`src/rtl/cpu_pkg.sv`:
```
// Shared definitions for the pipeline hazard/sequencing controller:
// next-PC source encodings, controller state encoding and the
// load-use hazard detection helper.
package cpu_pkg;

    // Next-PC source select driven onto the PC mux
    typedef enum logic [1:0] {
        PC_SEQ = 2'd0,
        PC_BR  = 2'd1,
        PC_J   = 2'd2,
        PC_JR  = 2'd3
    } pc_sel_e;

    // Controller state: normal flow or holding for a multi-cycle MDU op
    typedef enum logic [0:0] {
        ST_RUN      = 1'b0,
        ST_MDU_WAIT = 1'b1
    } hz_state_e;

    // A load in EX whose destination feeds the instruction in ID.
    // $zero is never a real dependency, so it never stalls.
    function automatic logic load_use_hit(
        input logic       mem_read,
        input logic [4:0] ex_rt,
        input logic [4:0] id_rs,
        input logic [4:0] id_rt,
        input logic       uses_rt
    );
        return mem_read && (ex_rt != 5'd0) &&
               ((ex_rt == id_rs) || (uses_rt && (ex_rt == id_rt)));
    endfunction

endpackage

```
`src/rtl/sat_counter.sv`:
```
// Saturating up-counter used for the pipeline performance counters.
// Holds at all-ones once reached; synchronous clear has priority.
module sat_counter #(
    parameter int CNT_W = 16
) (
    input  logic             clk,
    input  logic             clear,
    input  logic             inc,
    output logic [CNT_W-1:0] count
);

    localparam logic [CNT_W-1:0] CNT_MAX = {CNT_W{1'b1}};

    logic [CNT_W-1:0] count_r;

    // Count up on inc, stop at all-ones, zero on clear
    always_ff @(posedge clk) begin
        if (clear) begin
            count_r <= '0;
        end else if (inc && (count_r != CNT_MAX)) begin
            count_r <= count_r + CNT_W'(1);
        end
    end

    assign count = count_r;

endmodule

```
`src/rtl/hazard_ctrl.sv`:
```
// Pipeline hazard and sequencing controller for the 5-stage core.
// Drives PC / IF/ID / ID/EX write enables and the IF/ID, ID/EX, EX/MEM
// bubble inserts, selects the next-PC source, and sequences MDU waits.
// Control outputs are combinational from state and inputs; state,
// wait counter, sticky timeout flag and performance counters are registered.
module hazard_ctrl
    import cpu_pkg::*;
#(
    parameter int MDU_TIMEOUT = 64,
    parameter int CNT_W       = 16
) (
    input  logic             clk,
    input  logic             rst,
    input  logic [4:0]       id_rs,
    input  logic [4:0]       id_rt,
    input  logic             id_uses_rt,
    input  logic             ex_MemRead,
    input  logic [4:0]       ex_rt,
    input  logic             ex_mdu_start,
    input  logic             mdu_done,
    input  logic             mem_Branch,
    input  logic             mem_zero,
    input  logic             mem_Jump,
    input  logic             mem_jr,
    output logic             pc_write,
    output logic             ifid_write,
    output logic             idex_write,
    output logic             ifid_flush,
    output logic             idex_flush,
    output logic             exmem_flush,
    output logic [1:0]       pc_sel,
    output logic             mdu_busy,
    output logic             mdu_timeout,
    output logic [CNT_W-1:0] stall_cnt,
    output logic [CNT_W-1:0] flush_cnt
);

    localparam int                WAIT_W    = (MDU_TIMEOUT > 2) ? $clog2(MDU_TIMEOUT) : 1;
    localparam logic [WAIT_W-1:0] WAIT_LAST = WAIT_W'(MDU_TIMEOUT - 1);

    hz_state_e         state_r;
    hz_state_e         state_next_s;
    logic [WAIT_W-1:0] wait_cnt_r;
    logic [WAIT_W-1:0] wait_next_s;
    logic              timeout_r;
    logic              timeout_set_s;

    logic              redirect_s;
    logic              load_use_s;
    logic              flush_inc_s;
    logic              stall_inc_s;

    logic              pc_write_s;
    logic              ifid_write_s;
    logic              idex_write_s;
    logic              ifid_flush_s;
    logic              idex_flush_s;
    logic              exmem_flush_s;
    pc_sel_e           pc_sel_s;
    logic              mdu_busy_s;

    assign redirect_s = (mem_Branch & mem_zero) | mem_Jump | mem_jr;
    assign load_use_s = load_use_hit(ex_MemRead, ex_rt, id_rs, id_rt, id_uses_rt);

    // Next-state and control decode; defaults first, reset forces a frozen, bubbled pipe
    always_comb begin
        pc_write_s    = 1'b1;
        ifid_write_s  = 1'b1;
        idex_write_s  = 1'b1;
        ifid_flush_s  = 1'b0;
        idex_flush_s  = 1'b0;
        exmem_flush_s = 1'b0;
        pc_sel_s      = PC_SEQ;
        mdu_busy_s    = 1'b0;
        state_next_s  = state_r;
        wait_next_s   = wait_cnt_r;
        timeout_set_s = 1'b0;
        flush_inc_s   = 1'b0;

        if (rst) begin
            pc_write_s    = 1'b0;
            ifid_write_s  = 1'b0;
            idex_write_s  = 1'b0;
            ifid_flush_s  = 1'b1;
            idex_flush_s  = 1'b1;
            exmem_flush_s = 1'b1;
            state_next_s  = ST_RUN;
            wait_next_s   = '0;
        end else begin
            case (state_r)
                ST_RUN: begin
                    if (redirect_s) begin
                        // Squashes IF/ID/EX, so an MDU start or load-use there is moot
                        if (mem_jr) begin
                            pc_sel_s = PC_JR;
                        end else if (mem_Jump) begin
                            pc_sel_s = PC_J;
                        end else begin
                            pc_sel_s = PC_BR;
                        end
                        ifid_flush_s  = 1'b1;
                        idex_flush_s  = 1'b1;
                        exmem_flush_s = 1'b1;
                        flush_inc_s   = 1'b1;
                    end else if (ex_mdu_start) begin
                        pc_write_s    = 1'b0;
                        ifid_write_s  = 1'b0;
                        idex_write_s  = 1'b0;
                        exmem_flush_s = 1'b1;
                        state_next_s  = ST_MDU_WAIT;
                        wait_next_s   = '0;
                    end else if (load_use_s) begin
                        pc_write_s    = 1'b0;
                        ifid_write_s  = 1'b0;
                        idex_flush_s  = 1'b1;
                    end else begin
                        state_next_s  = ST_RUN;
                    end
                end
                ST_MDU_WAIT: begin
                    mdu_busy_s = 1'b1;
                    if (mdu_done) begin
                        // Result ready: release the pipe, done beats a same-cycle timeout
                        state_next_s = ST_RUN;
                    end else begin
                        pc_write_s    = 1'b0;
                        ifid_write_s  = 1'b0;
                        idex_write_s  = 1'b0;
                        exmem_flush_s = 1'b1;
                        wait_next_s   = wait_cnt_r + WAIT_W'(1);
                        if (wait_cnt_r == WAIT_LAST) begin
                            timeout_set_s = 1'b1;
                            state_next_s  = ST_RUN;
                        end else begin
                            state_next_s  = ST_MDU_WAIT;
                        end
                    end
                end
                default: begin
                    state_next_s = ST_RUN;
                    wait_next_s  = '0;
                end
            endcase
        end
    end

    // State, wait counter and sticky timeout flag
    always_ff @(posedge clk) begin
        if (rst) begin
            state_r    <= ST_RUN;
            wait_cnt_r <= '0;
            timeout_r  <= 1'b0;
        end else begin
            state_r    <= state_next_s;
            wait_cnt_r <= wait_next_s;
            if (timeout_set_s) begin
                timeout_r <= 1'b1;
            end
        end
    end

    assign stall_inc_s = ~rst & ~pc_write_s;

    sat_counter #(.CNT_W(CNT_W)) u_stall_cnt (
        .clk   (clk),
        .clear (rst),
        .inc   (stall_inc_s),
        .count (stall_cnt)
    );

    sat_counter #(.CNT_W(CNT_W)) u_flush_cnt (
        .clk   (clk),
        .clear (rst),
        .inc   (flush_inc_s),
        .count (flush_cnt)
    );

    assign pc_write    = pc_write_s;
    assign ifid_write  = ifid_write_s;
    assign idex_write  = idex_write_s;
    assign ifid_flush  = ifid_flush_s;
    assign idex_flush  = idex_flush_s;
    assign exmem_flush = exmem_flush_s;
    assign pc_sel      = pc_sel_s;
    assign mdu_busy    = mdu_busy_s;
    assign mdu_timeout = timeout_r;

endmodule
```
`config.mk`:
```
export PLATFORM = sky130hd
export DESIGN_NAME = hazard_ctrl
export DESIGN_NICKNAME = d
export VERILOG_FILES = /design/src/rtl/cpu_pkg.sv /design/src/rtl/sat_counter.sv /design/src/rtl/hazard_ctrl.sv
export SDC_FILE = /design/constraint.sdc
export NUM_CORES = 1
export LEC_CHECK = 0
export BUFFER_PORTS_ARGS = -buffer_cell sky130_fd_sc_hd__buf_2
export CORE_MARGIN = 10
export CORE_UTILIZATION = 51
export CTS_CLUSTER_SIZE = 40
export DETAILED_ROUTE_END_ITERATION = 7
export GPL_ROUTABILITY_DRIVEN = 0
export PLACE_DENSITY = 0.84
export SYNTH_ARGS = -nofsm -noshare
export SYNTH_HDL_FRONTEND = slang
export SYNTH_SLANG_ARGS = --single-unit
```
`constraint.sdc`:
```
create_clock -name clk -period 2.1 [get_ports clk]
set_input_delay 0.105 -clock clk [delete_from_list [all_inputs] [get_ports clk]]
set_output_delay 0.105 -clock clk [all_outputs]
set_load 0.01 [all_outputs]
```
# Yosys cells after proc, flatten, opt, wreduce, memory -nomap -nowiden
# Index checks and enable logic that the tools add are counted.
# op_classes
n_eq_ne	8
bitwise_logic	7
n_mux	43
n_reduce_logical	8
add_sub_neg	3
# op_table
op	n
adder 16 x 1 -> 16 bit, second input constant	2
inequality test 16 bit, second input constant	2
2-to-1 mux 1 bit	30
2-to-1 mux 6 bit	3
case mux 6 bit (2 select lines)	1
== test 5 bit	2
2-to-1 mux 2 bit	5
case mux 1 bit (2 select lines)	4
adder 6 x 1 -> 6 bit, second input constant	1
== test 6 bit, second input constant	1
inequality test 2 bit, second input constant	3
logical AND 1 bit	5
nonzero test 5 bit	1
NOT 1 bit	3
AND reduction 3 bit	1
bitwise AND 1 bit	2
bitwise OR 1 bit	2
logical OR 1 bit	1
# totals
out_inout_bits	42
inputBits	25
register_bits	40
wordCells	74

# Logic depth before layout (Yosys ltp)
# Gate-level depths: netlist of the first run.
# logic_depth
depth_word	12
depth_mapped	8

# Hierarchy
# From an unflattened synthesis of the first run, not the netlist that was laid out.
# unflattened
cells_unflattened	279
area_unflattened_um2	2312.2
# modules_own_cells
module	cells_per_inst	n_inst	seq_area_each_um2	area_per_inst_um2
sat_counter	99	2	320.3	848.3
hazard_ctrl	81	1	160.2	615.6

# Worst setup path before layout of the first run
# Ideal clock, no wire load.
# synth_path
path_kind	register -> register
startpoint	reg u_stall_cnt.count_r[0] (netlist: u_stall_cnt.count[0])
endpoint	reg u_stall_cnt.count_r[1] (netlist: u_stall_cnt.count[1])
arrival_time_ps	1808
path_stages_with_launch	9
t_required_ps	1972
setup_slack_ps	165
n_path_buf	1
setup_ps	128
cell_sequence	dfxtp_1 > ha_1 > nand2_1 > nor3_1 > a21oi_2 > a31oi_4 > buf_6 > mux2i_1 > nor2_1
# synth_between
elab_chain_cells	2
word_cells_on_any_way	3
classes_between	1 x add/sub; 1 x eq/ne; 1 x reduce/logical
# synth_rtl
item	line	source
start, declared	sat_counter.sv:14	logic [CNT_W-1:0] count_r;
start signal, assigned	sat_counter.sv:21	count_r <= count_r + CNT_W'(1);
branches (longest 2 deep; another with adder 16 x 1 -> 16 bit)	-	
# Several ways; the timed one is not identified.
# A chain may end at the register's enable or synchronous reset.

# Worst setup path after layout of the first run
# layout_path
startpoint	reg u_stall_cnt.count_r[4] (netlist: u_stall_cnt.count[4])
endpoint	reg u_stall_cnt.count_r[13] (netlist: u_stall_cnt.count[13])
# The elaborated chain is that of the path after synthesis.

==> results of run 1 <==
-- worst reg2reg max path, stage by stage, from the launching register on --
cell	delay [ns]
dfxtp_1	0.35
and4_4	0.19
and3_2	0.28
a21oi_2	0.26
a31oi_4	0.19
or4_1	0.51
a21oi_1	0.16
-- cells by family after synthesis --
group | after synthesis | share of synthesized area (%)
mux | 1 | 0.461
buf+inv | 15 | 3.86
fa+ha+maj | 3 | 1.73
compound gates | 62 | 19.6
xor+xnor | 24 | 9.67
simple gates | 117 | 27.9
flops | 40 | 36.8
-- cells in the final DEF, fill, tap and decap left out, types with 7 or more instances in the layout --
master,netlist,routed
a21oi_1,25,25
and3_1,11,10
buf_2,1,66
buf_4,1,10
dfxtp_1,40,39
nand2_1,27,26
nand3_1,11,11
nand4_1,7,7
nor2_1,25,25
o21ai_0,15,15
o21ai_1,7,7
or3_1,19,19
xnor2_1,18,18
-- timing repair --
item                                    in CTS  in global routing
endpoints found under the setup margin       0                 24
gates resized for setup                      0                  6
buffers inserted                             0                  1
-- layer usage --
layer	wire length [um]	vias up
li1	-	1089
met1	2450	971
met2	2770	62
met3	463	4
met4	34	0
met5	0	-
-- synth_stat cells (all sizes together) (5+ instances only) --
cell type	n	area (um^2)
xor2	6	52.6
inv	6	22.5
a21oi	29	160
nand2	27	101
buf	5	46.3
and3	11	68.8
dfxtp	40	801
or3	20	130
nand4	7	43.8
xnor2	18	158
nand3	11	55.1
o21ai	23	119
nor2	25	93.8
-- stage by stage --
stage / TNS (ns) / total power, W
finish: 0 / 0.00147
global route: -0.00368 / 0.00153
CTS: 0 / 0.00148
detailed placement: 0 / 0.000958
global placement: 0 / 0.000954
floorplan: 0 / 0.000885
-- report_power, final --
group	internal, W	switching, W	total, W	leakage, nW
Clock	0.000268	0.000255	0.000523	0.0455
Sequential	0.000765	0.00000900	0.000774	0.323
Combinational	0.0000745	0.0000983	0.000173	0.713
Total	0.00111	0.000363	0.00147	1.08
-- cell type report --
cell class | count | area share [%]
Inverter | 6 | 0.829
Tap cell | 50 | 2.30
Timing Repair Buffer | 76 | 14.9
Sequential cell | 40 | 29.5
Multi-Input combinational cell | 209 | 49.1
Clock buffer | 8 | 3.31
-- state kept, by name (all words and copies together), names as in the netlist --
register           flops
wait_cnt_r             6
mdu_timeout            1
u_stall_cnt.count     16
u_flush_cnt.count     16
state_r                1
-- worst paths after layout --
| check | endpoint | slack, ns | cells after the start |
|---|---|---|---|
| hold / removal | wait_cnt_r[1]$_SDFFE_PP0P_ | 0.17 | 4 |
| hold reg to reg | mdu_timeout$_SDFFE_PP0P_ | 0.49 | 1 |
| setup reg to reg | u_stall_cnt.count[13]$_SDFFE_PP0P_ | 0.10 | 6 |
| setup / recovery | u_stall_cnt.count[13]$_SDFFE_PP0P_ | 0.10 | 6 |
==> run summary, run 1 <==
Area delta synth->final: 25.0%
Cell area after placement: 0.00257 mm^2
Post-route clock period utilization: 95.1%
Clock Latency Late Sink: 0.29 ns
Effective utilization at floorplan: 53.6%
Final Max Slew Viols: 0
Share of post-route cells with drive strength above 1: 30.7%
Synthesis warning total: 0
TritonCTS Buffers: 5
1st-iter DRT viols: 225
Post-synth EDFFs: 0
Primary flip-flop cell chosen by synthesis mapping: dfxtp_1
Mapped Area: 0.00217 mm^2
Crit path launch: u_stall_cnt.count[4]$_SDFFE_PP0P_
Syn Nets: 290
Die area: 0.00727 mm^2
Core region area: 0.00406 mm^2
Crit-path max FO: 9
CP max stage cell: or4_1
All-layer global routing usage: 14.5%
Row count: 23
Cell Count Post-Placement: 378
Filler Cell Count: 362
Grt met3 use: 6.12%
Fraction of registers with async set/reset: 0%
Number of max-capacitance violations reported: 0
Finish-stage setup viols: 0
Cell-by-cell listing of the critical path: and4_4 > and3_2 > a21oi_2 > a31oi_4 > or4_1 > a21oi_1
Sequential cell area: 802 um^2
Ratio of total power to cell area: 541 mW/mm^2
Number of synthesized register bits: 40
Arrival time worst endpoint: 2.22 ns
Count of mapped cells out of synthesis: 262
Critical path's top delay family: simple AND/OR/NAND/NOR gates
Worst stage delay on the critical path: 0.51 ns
Vias in the first global route: 1985
Worst slew slack as a fraction of its limit: 68.2%
X dimension of the die: 85.3 um
Number of port buffers: 66
CP Launch Type: register
Final Net Count: 366
Setup slack at placement: 0.0800 ns
DR DRC count: 0
Overall via count from detail_route: 2126
Detail-routed via count per cell: 5.47
Non-filler cells in the finished layout: 389
Class of the tightest hold or removal check: input pin to register
Clock transition at path regs: 0.08 ns
Minimum clock period after layout: 2.00 ns
Clock sink count: 40
Design area: 0.00272 mm^2
TritonCTS clock tree: built
Layer with the highest usage after global routing: met2
Drt total wl: 5720 um
Grt met2 use: 24.3%
Worst clock skew on the final layout: 0.00881 ns
Tightest hold margin: 0.169 ns
Crit Path Category: register to register
Met1 usage: 16.5%
Ports placed on the boundary: 67
Post-detailed-route count of antenna-violating nets: 0
Worst Setup End Kind: register
Number of distinct library cell variants in the gate-level netlist after synthesis: 37
Wire length of the first global-routing pass: 9040 um
Largest net degree at the start of global routing: 41
Source of the worst register-to-register timing path: u_stall_cnt.count[4]$_SDFFE_PP0P_
Drt pass-1 iters: 4
Setup slack of the critical path after layout: 0.104 ns
Post-route core utilization: 67.0%
Status: complete, no violations
Average wire length per cell after detail routing: 14.7 um
Number of endpoints with negative hold slack in the final report: 0
Cell at the root of the clock tree: clkbuf_8
Worst path buffer plus inverter count: 0
Sequential fraction of the synthesis area: 36.8%
Required time worst endpoint: 2.32 ns
Antenna Cells: 0
Worst-Margin Slew: 0.477 ns
Leak Pwr: 1.08 nW
Worst-case clock buffer depth: 2
Min-delay src: mdu_done
Global-route congestion overflow total: 0
Final HPWL DP: 4180 um
Die Ht: 85.3 um
H-tree lvl count: 2
Cts hold-fix bufs: 0
Number of antenna violations at the first check in global routing: 0
F_max: 501 MHz
Footprint of the multi-input gates: 0.00134 mm^2
Peak VDD IR: 310 uV
Post-Synthesis Mean Instance Area: 8.30 um^2
No activity file was read; power rests on OpenSTA's default activity.
==> run 2, diff against run 1 <==
--- a/config.mk
+++ b/config.mk
@@ -11,7 +11,7 @@
 export CTS_CLUSTER_SIZE = 40
 export DETAILED_ROUTE_END_ITERATION = 7
 export GPL_ROUTABILITY_DRIVEN = 0
-export PLACE_DENSITY = 0.84
+export PLACE_DENSITY = 0.9
 export SYNTH_ARGS = -nofsm -noshare
 export SYNTH_HDL_FRONTEND = slang
 export SYNTH_SLANG_ARGS = --single-unit
==> run summary, run 2 (synthesized netlist as in run 1, its figures left out) <==
Cell Count Post-Placement: 379 (+0.26%)
Worst stage delay on the critical path: 0.47 ns (-0.04 ns)
Cell-by-cell listing of the critical path: and4_4 > and3_2 > a21oi_2 > a31oi_4 > buf_12 > or4_1 > a21oi_1
Number of max-capacitance violations reported: 0 (unchanged)
Average wire length per cell after detail routing: 14.7 um (+0.28%)
Finish-stage setup viols: 0 (unchanged)
Post-CTS repair timing setup buffer count: 0 (unchanged)
TritonCTS clock tree: built
Final HPWL DP: 4450 um (+6.4%)
Post-route clock period utilization: 94.7% (-0.40 points)
Vias in the first global route: 2095 (+5.5%)
F_max: 503 MHz (+0.42%)
Minimum clock period after layout: 1.99 ns (-0.00838 ns)
TritonCTS Buffers: 5 (unchanged)
Ports placed on the boundary: 67 (unchanged)
Post_cts resized: 0 (unchanged)
1st-iter DRT viols: 129 (-43%)
Clock Latency Late Sink: 0.29 ns (about the same)
Share of post-route cells with drive strength above 1: 31.0% (+0.27 points)
DR DRC count: 0 (unchanged)
All-layer global routing usage: 15.0% (+0.49 points)
Cts hold-fix bufs: 0 (unchanged)
Final Max Slew Viols: 0 (unchanged)
Worst-Margin Slew: 0.427 ns (-0.0500 ns)
Ratio of total power to cell area: 551 mW/mm^2 (+1.8%)
Worst-case clock buffer depth: 2 (unchanged)
Crit Path Category: register to register
CP max stage cell: or4_1
Die area: 0.00727 mm^2 (unchanged)
Effective utilization at floorplan: 53.6% (unchanged)
Commonest cells after routing, fill and taps aside: buf_2, dfxtp_1, a21oi_1, nand2_1, nor2_1
Number of port buffers: 66 (unchanged)
Required time worst endpoint: 2.32 ns (about the same)
Non-filler cells in the finished layout: 386 (-0.77%)
Worst slew slack as a fraction of its limit: 71.5% (+3.3 points)
H-tree lvl count: 2 (unchanged)
Setup slack at placement: 0.0766 ns (-0.00334 ns)
Peak VDD IR: 360 uV (+16%)
Arrival time worst endpoint: 2.21 ns (about the same)
Unrepaired setup endpoints after global routing: false
Row count: 23 (unchanged)
Area delta synth->final: 24.7%
Die Ht: 85.3 um (unchanged)
Drt total wl: 5690 um (-0.49%)
Antenna Cells: 0 (unchanged)
Most frequent standard cell in the layout excluding fill and tap cells: buf_2
Status: complete, no violations
Wire length of the first global-routing pass: 9290 um (+2.7%)
CP Launch Type: register
Clock sink count: 40 (unchanged)
Tightest hold margin: 0.147 ns (-0.0223 ns)
Setup total negative slack: 0 ns (unchanged)
Number of endpoints with negative hold slack in the final report: 0 (unchanged)
Setup slack of the critical path after layout: 0.112 ns (+0.00838 ns)
Worst Setup End Kind: register
Detail-routed via count per cell: 5.56 (+1.7%)
Final Net Count: 364 (-0.55%)
Largest net degree at the start of global routing: 41 (unchanged)
Filler Cell Count: 335 (-7.5%)
Number of antenna violations at the first check in global routing: 0 (unchanged)
Global-route congestion overflow total: 0 (unchanged)
Overall via count from detail_route: 2145 (+0.89%)
Drt pass-1 iters: 4 (unchanged)
Post-detailed-route count of antenna-violating nets: 0 (unchanged)
Crit-path max FO: 18 (+9)
Class of the tightest hold or removal check: input pin to register
Total chip power: 0.00149 W (+1.6%)
Leak Pwr: 1.09 nW (+0.70%)
X dimension of the die: 85.3 um (unchanged)
Cell at the root of the clock tree: clkbuf_8
Clock transition at path regs: 0.08 ns (about the same)
Worst clock skew on the final layout: 0.00956 ns (+0.000750 ns)
Core region area: 0.00406 mm^2 (unchanged)
==> run 2: final timing paths <==
kind                                          start                                  to  slack, ns  cells after the start
setup / recovery  u_stall_cnt.count[5]$_SDFFE_PP0P_  u_stall_cnt.count[13]$_SDFFE_PP0P_       0.11                      7
hold / removal                             mdu_done          wait_cnt_r[1]$_SDFFE_PP0P_       0.15                      4
setup reg to reg  u_stall_cnt.count[5]$_SDFFE_PP0P_  u_stall_cnt.count[13]$_SDFFE_PP0P_       0.11                      7
hold reg to reg            mdu_timeout$_SDFFE_PP0P_            mdu_timeout$_SDFFE_PP0P_       0.48                      1
==> run 2: through the flow <==
| step | utilization (%) | area [um^2] |
|---|---|---|
| after floorplan | - | 2170 |
| after detailed placement | 63.9 | 2590 |
| after global routing | 66.8 | 2710 |
| after CTS | 66.3 | 2690 |
| after global placement | 63.9 | 2590 |
| final | 66.8 | 2710 |
==> run 2: metal layers <==
layer  global-route usage [%]  wire (um)
met1                     16.5       2350
met2                     25.4       2710
met3                     6.21        587
met4                     4.64         47
met5                        0          0
==> run 2: layout make-up <==
cell class,count,area (um^2),share of cell area [%]
repair buffers,76,418,15.4
well taps,50,62.6,2.31
clock buffers,7,96.3,3.55
flip-flops and latches,40,801,29.5
multi-input cells,207,1310,48.3
inverters,6,22.5,0.831
==> run 2: worst max-delay path: cells and delay by family (launching register included) <==
kind / cells / cell delay (ns)
and+or+nand+nor: 3 / 0.95
buffers and inverters: 1 / 0.17
DFF: 1 / 0.33
AOI/OAI and AO/OA: 3 / 0.48
==> run 2: power by group <==
part           internal (W)  leakage [nW]  switching, W  total, W
combinational     0.0000795         0.717     0.0000991  0.000179
sequential         0.000765         0.323    0.00000729  0.000772
clock              0.000293        0.0503      0.000250  0.000542
==> run 3, diff against run 2 <==
--- a/config.mk
+++ b/config.mk
@@ -6,6 +6,7 @@
 export NUM_CORES = 1
 export LEC_CHECK = 0
 export BUFFER_PORTS_ARGS = -buffer_cell sky130_fd_sc_hd__buf_2
+export CORE_ASPECT_RATIO = 0.5
 export CORE_MARGIN = 10
 export CORE_UTILIZATION = 51
 export CTS_CLUSTER_SIZE = 40
==> run summary, run 3 (synthesized netlist as in run 1, its figures left out) <==
Average wire length per cell after detail routing: 14.4 um (-2.1%)
Class of the tightest hold or removal check: input pin to register
Worst slew slack as a fraction of its limit: 73.2% (+1.6 points)
Vias in the first global route: 2044 (-2.4%)
Number of antenna violations at the first check in global routing: 0 (unchanged)
Cell at the root of the clock tree: clkbuf_8
DR DRC count: 0 (unchanged)
Register-to-register setup slack: 0.15 ns (+0.04 ns)
Peak VDD IR: 409 uV (+13%)
Ports placed on the boundary: 67 (unchanged)
Worst-case clock buffer depth: 2 (unchanged)
X dimension of the die: 112 um (+32%)
CP Launch Type: register
Crit Path Category: register to register
Largest net degree at the start of global routing: 41 (unchanged)
Total chip power: 0.00149 W (about the same)
Commonest cells after routing, fill and taps aside: buf_2, dfxtp_1, nand2_1
Wire length of the first global-routing pass: 8940 um (-3.7%)
Core region area: 0.00400 mm^2 (-1.3%)
Post-route core utilization: 68.4% (+1.6 points)
Minimum clock period after layout: 1.95 ns (-0.0352 ns)
Setup slack of the critical path after layout: 0.147 ns (+0.0352 ns)
Worst-Margin Slew: 0.403 ns (-0.0242 ns)
Source of the worst register-to-register timing path: u_stall_cnt.count[5]$_SDFFE_PP0P_
Cts hold-fix bufs: 0 (unchanged)
Setup total negative slack: 0 ns (unchanged)
TritonCTS Buffers: 5 (unchanged)
Number of endpoints with negative hold slack in the final report: 0 (unchanged)
All-layer global routing usage: 14.2% (-0.73 points)
1st-iter DRT viols: 94 (-27%)
Post-route clock period utilization: 93.0% (-1.7 points)
Worst clock skew on the final layout: 0.00660 ns (-0.00296 ns)
Drt total wl: 5720 um (+0.42%)
Clock sink count: 40 (unchanged)
Effective utilization at floorplan: 54.3% (+0.72 points)
Leak Pwr: 1.10 nW (+0.89%)
Die area: 0.00743 mm^2 (+2.2%)
Length in cells of the worst reg-to-reg path: 7 (unchanged)
Finish-stage setup viols: 0 (unchanged)
Overall via count from detail_route: 2173 (+1.3%)
Clock transition at path regs: 0.08 ns (about the same)
Arrival time worst endpoint: 2.17 ns (-0.04 ns)
Worst Setup End Kind: register
Number of max-capacitance violations reported: 0 (unchanged)
Min-Delay Endpoint: wait_cnt_r[1]$_SDFFE_PP0P_
H-tree lvl count: 2 (unchanged)
Drt pass-1 iters: 5 (+1)
Ratio of total power to cell area: 545 mW/mm^2 (-1.0%)
Final Net Count: 369 (+1.4%)
Status: complete, no violations
Unrepaired setup endpoints after global routing: false
Global-route congestion overflow total: 0 (unchanged)
Final HPWL DP: 4340 um (-2.3%)
Required time worst endpoint: 2.32 ns (about the same)
Min-delay src: mdu_done
Most frequent standard cell in the layout excluding fill and tap cells: buf_2
Detail-routed via count per cell: 5.49 (-1.3%)
Clock Latency Late Sink: 0.30 ns (about the same)
Antenna Cells: 0 (unchanged)
Share of post-route cells with drive strength above 1: 31.0% (+0.042 points)
Post-detailed-route count of antenna-violating nets: 0 (unchanged)
Endpoint of the most critical register-to-register path: u_stall_cnt.count[7]$_SDFFE_PP0P_
Number of cells on the worst hold path: 4 (unchanged)
Final Max Slew Viols: 0 (unchanged)
Setup slack at placement: 0.121 ns (+0.0446 ns)
F_max: 512 MHz (+1.8%)
TritonCTS clock tree: built
Area delta synth->final: 26.0%
Die Ht: 66.2 um (-22%)
Row count: 16 (-30%)
Number of port buffers: 66 (unchanged)
Crit-path max FO: 7 (-11)
[run 3: worst max-delay path by stage]
stage	cells past startpoint	endpoint	start	slack, ns
after global placement	8	u_stall_cnt.count[9]$_SDFFE_PP0P_	u_stall_cnt.count[1]$_SDFFE_PP0P_	0.20
final	7	u_stall_cnt.count[7]$_SDFFE_PP0P_	u_stall_cnt.count[5]$_SDFFE_PP0P_	0.15
after floorplan	8	u_stall_cnt.count[1]$_SDFFE_PP0P_	u_stall_cnt.count[0]$_SDFFE_PP0P_	0.16
after global routing	7	u_stall_cnt.count[7]$_SDFFE_PP0P_	u_stall_cnt.count[5]$_SDFFE_PP0P_	0.03
after CTS	7	pc_write	state_r$_SDFF_PP0_	0.08
after detailed placement	7	u_stall_cnt.count[7]$_SDFFE_PP0P_	u_stall_cnt.count[3]$_SDFFE_PP0P_	0.12
[run 3: critical path, stage by stage, from the launching register on]
cell and delay (ns):
dfxtp_1 0.35, and4_4 0.20, and3_1 0.26, a21oi_2 0.21
a31oi_4 0.16, buf_4 0.19, or3_1 0.35, a21oi_1 0.15
[run 3: layer usage]
layer / wire length (um) / track usage, % / part of all wire, %
met5: 0 / 0 / 0
met4: 66 / 5.97 / 1.2
met3: 285 / 4.26 / 5.0
met2: 3040 / 27.2 / 53
met1: 2320 / 14.4 / 41
[run 3: timing repair]
action | in CTS | in global routing
buffers inserted | 0 | 3
gates resized for setup | 0 | 4
setup endpoints to repair | 0 | 11
[run 3: layout make-up]
cell class,instances,area (um^2)
multi-input combinational,207,1310
fill,329,1260
sequential,40,801
timing repair buffer,81,443
clock buffer,7,86.3
tap,54,67.6
inverter,6,22.5
clock inverter,1,7.51
[run 3: power by group]
group	switching [W]	leakage (nW)	total, W	internal [W]
clock	0.000276	0.0445	0.000543	0.000267
combinational	0.0000954	0.732	0.000179	0.0000833
sequential	0.00000758	0.323	0.000772	0.000765
[run 3: metrics by stage]
step                instance area [um^2]  hold WS [ns]  std cells
floorplan                           2170         0.287        262
global placement                    2600         0.455        385
detailed placement                  2600         0.460        385
CTS                                 2690         0.140        393
global route                        2740         0.175        396
finish                              2740         0.145        396
